### src/rtl/pwm_deadtime_gen.sv
// Complementary PWM splitter with programmable dead band.
// A single-ended PWM is split into high-side and low-side drives. Every
// change of the commanded level passes through a dead band of
// i_dead_time+1 cycles, so both drives are never active together. A
// PWM glitch shorter than the dead band restarts the band and never
// reaches a drive pin. All pins come straight from flops.
module pwm_deadtime_gen #(
  parameter int DT_W    = 8,
  parameter int OUT_INV = 0
) (
  input  logic            i_clk,
  input  logic            i_rst,
  input  logic            i_en,
  input  logic            i_pwm,
  input  logic [DT_W-1:0] i_dead_time,
  output logic            o_pwm_h,
  output logic            o_pwm_l,
  output logic            o_dead
);

  // Pin polarity: the inversion is folded into the value loaded into the
  // output flops, so the pins stay glitch-free and purely registered.
  localparam logic INV = (OUT_INV != 0);

  typedef enum logic [1:0] {
    IDLE = 2'd0,
    DEAD = 2'd1,
    HIGH = 2'd2,
    LOW  = 2'd3
  } state_t;

  state_t          state_q, state_d;
  logic            target_q, target_d;
  logic [DT_W-1:0] cnt_q, cnt_d;
  logic            pwm_q, pwm_d;
  logic            h_pin_q, h_pin_d;
  logic            l_pin_q, l_pin_d;
  logic            dead_q, dead_d;

  // Input sampling: every decision below looks only at the registered PWM.
  always_comb begin
    pwm_d = i_pwm;
  end

  // Next-state logic: dead-band entry, restart on target change, expiry.
  always_comb begin
    state_d  = state_q;
    target_d = target_q;
    cnt_d    = cnt_q;
    if (!i_en) begin
      // Disable overrides every other transition.
      state_d = IDLE;
    end else begin
      case (state_q)
        IDLE: begin
          state_d  = DEAD;
          target_d = pwm_q;
          cnt_d    = i_dead_time;
        end
        HIGH: begin
          if (!pwm_q) begin
            state_d  = DEAD;
            target_d = 1'b0;
            cnt_d    = i_dead_time;
          end
        end
        LOW: begin
          if (pwm_q) begin
            state_d  = DEAD;
            target_d = 1'b1;
            cnt_d    = i_dead_time;
          end
        end
        DEAD: begin
          if (pwm_q != target_q) begin
            // Restart wins over expiry so short glitches are swallowed.
            target_d = pwm_q;
            cnt_d    = i_dead_time;
          end else if (cnt_q == '0) begin
            state_d = target_q ? HIGH : LOW;
          end else begin
            cnt_d = cnt_q - DT_W'(1);
          end
        end
        default: begin
          state_d = IDLE;
        end
      endcase
    end
  end

  // Output decode of the next state, so pins change on the same edge as the state.
  always_comb begin
    h_pin_d = (state_d == HIGH) ^ INV;
    l_pin_d = (state_d == LOW)  ^ INV;
    dead_d  = (state_d == DEAD);
  end

  // State, counter, sampled PWM and output registers with asynchronous reset.
  always_ff @(posedge i_clk or posedge i_rst) begin
    if (i_rst) begin
      state_q  <= IDLE;
      target_q <= 1'b0;
      cnt_q    <= '0;
      pwm_q    <= 1'b0;
      h_pin_q  <= INV;
      l_pin_q  <= INV;
      dead_q   <= 1'b0;
    end else begin
      state_q  <= state_d;
      target_q <= target_d;
      cnt_q    <= cnt_d;
      pwm_q    <= pwm_d;
      h_pin_q  <= h_pin_d;
      l_pin_q  <= l_pin_d;
      dead_q   <= dead_d;
    end
  end

  assign o_pwm_h = h_pin_q;
  assign o_pwm_l = l_pin_q;
  assign o_dead  = dead_q;

endmodule
### config.mk
export PLATFORM = sky130hd
export DESIGN_NAME = pwm_deadtime_gen
export DESIGN_NICKNAME = d
export VERILOG_FILES = /design/src/rtl/pwm_deadtime_gen.sv
export SDC_FILE = /design/constraint.sdc
export NUM_CORES = 1
export LEC_CHECK = 0
export ABC_AREA = 1
export ABC_CLOCK_PERIOD_IN_PS = 1500
export BUFFER_PORTS_ARGS = -buffer_cell sky130_fd_sc_hd__buf_2
export CAP_MARGIN = 20
export CORE_UTILIZATION = 30
export CTS_BUF_LIST = sky130_fd_sc_hd__clkbuf_2 sky130_fd_sc_hd__clkbuf_4 sky130_fd_sc_hd__clkbuf_8
export CTS_CLUSTER_DIAMETER = 200
export DETAILED_ROUTE_END_ITERATION = 16
export GPL_TIMING_DRIVEN = 0
export PLACE_DENSITY = 0.49
export RECOVER_POWER = 100
export SLEW_MARGIN = 10
export SYNTH_ARGS = -nofsm -noshare
export SYNTH_HDL_FRONTEND = slang
export SYNTH_SLANG_ARGS = --single-unit
### constraint.sdc
create_clock -name i_clk -period 1.5 [get_ports i_clk]
set_clock_uncertainty 0.15 [all_clocks]
set_input_delay 0.3 -clock i_clk [delete_from_list [all_inputs] [get_ports i_clk]]
set_output_delay 0.3 -clock i_clk [all_outputs]
set_load 0.05 [all_outputs]
==> flow_metrics.py <==
metrics = {
    "synth": {
        "yosysSeqAreaShare_pct": 41.2,
        "yosys_warnings": 0,
        "synth_cell_type_count": 20,
        "syn_area_um2": 912,
        "ys_ff_latch": 15,
        "syn_avg_cell_area_um2": 7.07,
        "synthesis.instances": 129,
        "syn_nets": 143,
    },
    "routing": {
        "dr_total_vias": 921,
        "routed_wl_mm": 2.36,
        "viasPerCell": 4.77,
        "remaining_drc_errors": 2,
        "wire_per_inst_um": 12.2,
        "drt_iter0_markers": 28,
        "drtAntennaViolNets": 0,
        "firstDrtPassIters": 10,
    },
    "clock_tree": {
        "htree_levels": 1,
        "cts_tree": "yes",
        "clkLatencyLatePin_ns": 0.29,
        "cts_root_buf": "clkbuf_4",
        "cts.path.max_buffers": 2,
        "clkSinkCount": 15,
        "numCtsBuffers": 3,
        "clk_pin_slew_ns": 0.11,
    },
    "setup_path": {
        "cp_slowest_stage_delay_ns": 0.43,
        "cp_data_required_time_ns": 1.53,
        "critical_path_class": "reg2reg",
        "cp_max_fo": 10,
        "cp_common_cell": "nand2_2",
        "cp-start-kind": "flop",
        "path_buf_inv": 2,
        "worst_path_dominant_cell_family": "simple AND/OR/NAND/NOR gates",
        "path_cells": "inv_2, nand2_2, nand2_2, nor2_4, buf_8, or2_2, nand3_1, nand2_1",
        "end_kind": "flop",
        "crit_arrival_ns": 1.56,
        "crit_slowest_cell": "dfrtp_1",
    },
    "finish": {
        "nets": 177,
        "drive_above_1_share_pct": 45.1,
        "diodes": 0,
        "mostFrequentLayoutCells": "nand2_1 (33), inv_1 (12)",
        "syn2layout_area_growth_pct": 43.2,
        "final_common_cell": "nand2_1",
    },
    "pwr": {
        "p_int_uw": 748,
        "p_sw_uw": 453,
        "ir_drop_mv": 0.563,
        "switching_share_pct": 37.7,
        "power.share.sequential_pct": 42.5,
        "power_uw": 1200,
        "combPwrFrac_pct": 36.5,
        "pwr-share-clk_pct": 21.0,
        "power_leakage_uw": 0.000675,
        "p_per_area_nw_per_um2": 920,
    },
    "place": {
        "io_buffers": 14,
        "dp_slack_ns": -0.0567,
        "dp_hpwl_mm": 1.41,
        "place_congestion": 0.738,
    },
    "floorplan": {
        "initial_core_util_pct": 32.2,
        "io-pin-count": 15,
        "die_y_um": 57.1,
        "dieArea_um2": 3260,
        "die_w_um": 57.1,
        "rows": 19,
        "core_um2": 2830,
    },
    "global_routing": {
        "grt_antenna_before_repair": 0,
        "grt.busiest_layer": "met2",
        "grt_max_degree": 16,
        "grt_overflow_total": 0,
        "use_met3_pct": 2.72,
        "grt_pass1_vias": 800,
        "grtUsageMet2_pct": 22.2,
        "grtUsageMet1_pct": 20.0,
        "grt_usage_pct": 14.3,
        "grt_pass1_wl_mm": 3.59,
    },
    "sta": {
        "max_slew_margin_pct": 58.1,
        "worstMarginPinSlew_ns": 0.628,
        "rsz0062_at_grt": "true",
        "hold_viol": 0,
        "post-route-period-util_pct": 102,
        "fmax_mhz": 656,
        "worst_slack_ns": -0.0237,
        "finalMaxSlewViolations": 0,
        "finalSetupViolCount": 4,
        "fin_crit_ns": 1.52,
    },
    "flow_run": {
        "drv_cap": 0,
    },
    "min_path": {
        "min_path_type": "in2reg",
    },
    "run_status": {
        "violations": "DRC, setup timing",
        "status": "finished, violations left",
    },
}
final timing paths:
path                          start         end  slack [ns]  depth (start not counted)
setup / recovery              pwm_q    cnt_q[7]       -0.02                          8
hold / removal                 i_en  state_q[1]        0.12                          3
setup reg to reg              pwm_q    cnt_q[7]       -0.02                          8
hold reg to reg            cnt_q[7]    cnt_q[7]        0.40                          2
max in group asynchronous     i_rst    cnt_q[3]        0.29                          3
min in group asynchronous     i_rst    cnt_q[0]        0.47                          3
power by group through the flow:
stage	Sequential (uW)	Clock, uW	Combinational [uW]
after floorplan	499	0	223
after global placement	504	0	286
after detailed placement	506	0	290
after CTS	506	261	315
after global routing	518	279	497
final	511	252	439
state kept, by name, summed over array words and instances, names as in the netlist:
register  flops
cnt_q         8
o_dead        1
o_pwm_h       1
o_pwm_l       1
pwm_q         1
state_q       2
target_q      1
cells by family (layout without fill, tap and decap cells):
group                    after synthesis  in the layout  share of synthesized area [%]
AO/OA/AOI/OAI                         13             13                           7.54
adder cells (fa/ha/maj)                2              2                           2.74
buffers and inverters                 21             54                           10.3
flip-flops                            15             15                           41.2
AND/OR/NAND/NOR                       78             78                           38.3
layout make-up:
cell class	instances	area, um2
multi-input cells	93	564
well taps	31	38.8
flip-flops and latches	15	380
repair buffers	29	195
inverters	19	71.3
plain buffers	2	26.3
clock buffers	3	22.5
clock inverters	1	7.51
fillers	287	1520
per-stage QoR:
step	utilization (%)	hold WS, ns	setup TNS [ns]	instances	instance area (um2)
2_1_floorplan	-	0.0515	0	129	912
3_5_place_dp	36.1	0.259	-0.318	174	1020
6_report	46.2	0.120	-0.0453	193	1310
3_3_place_gp	36.1	0.258	-0.241	174	1020
5_1_grt	46.2	0.128	-0.852	193	1310
4_1_cts	39.0	0.131	-0.000193	182	1100
what timing repair did:
action                                  in CTS  in global routing
cloned                                       0                  1
hold buffers                                 2                  0
endpoints found under the setup margin       9                 13
endpoints found under the hold margin       16                  0
setup buffers                                2                 10
gates resized for setup                      8                 38
pin swaps                                    2                  4
layer usage:
metal | share of wire, % | vias to the layer above
met4 | 1.9 | 0
met1 | 47 | 421
met5 | 0 | -
met3 | 4.3 | 6
li1 | - | 469
met2 | 46 | 25
cell usage after synthesis:
| cell | n | area, um2 |
|---|---|---|
| o21ai_2 | 1 | 8.76 |
| nand3b_1 | 1 | 7.51 |
| dfrtp_1 | 15 | 375 |
| a21oi_1 | 2 | 10.0 |
| o21ai_1 | 3 | 15.0 |
| inv_2 | 1 | 3.75 |
| nand2_2 | 1 | 6.26 |
| nand4_2 | 1 | 12.5 |
| and2_1 | 1 | 6.26 |
| nand2_4 | 1 | 11.3 |
| nand3_1 | 11 | 55.1 |
| or2_2 | 2 | 12.5 |
| inv_1 | 18 | 67.6 |
| o21ai_0 | 7 | 35.0 |
| nor2_2 | 4 | 25.0 |
| buf_6 | 2 | 22.5 |
| nand4_1 | 1 | 6.26 |
| nor2_1 | 12 | 45.0 |
| ha_1 | 2 | 25.0 |
| nand2_1 | 43 | 161 |
worst min-delay path, delay by kind of cell:
family	cells	cell delay (ns)
buffers and inverters	2	0.16
and+or+nand+nor	1	0.07
Power figures use the tool's default switching activity.
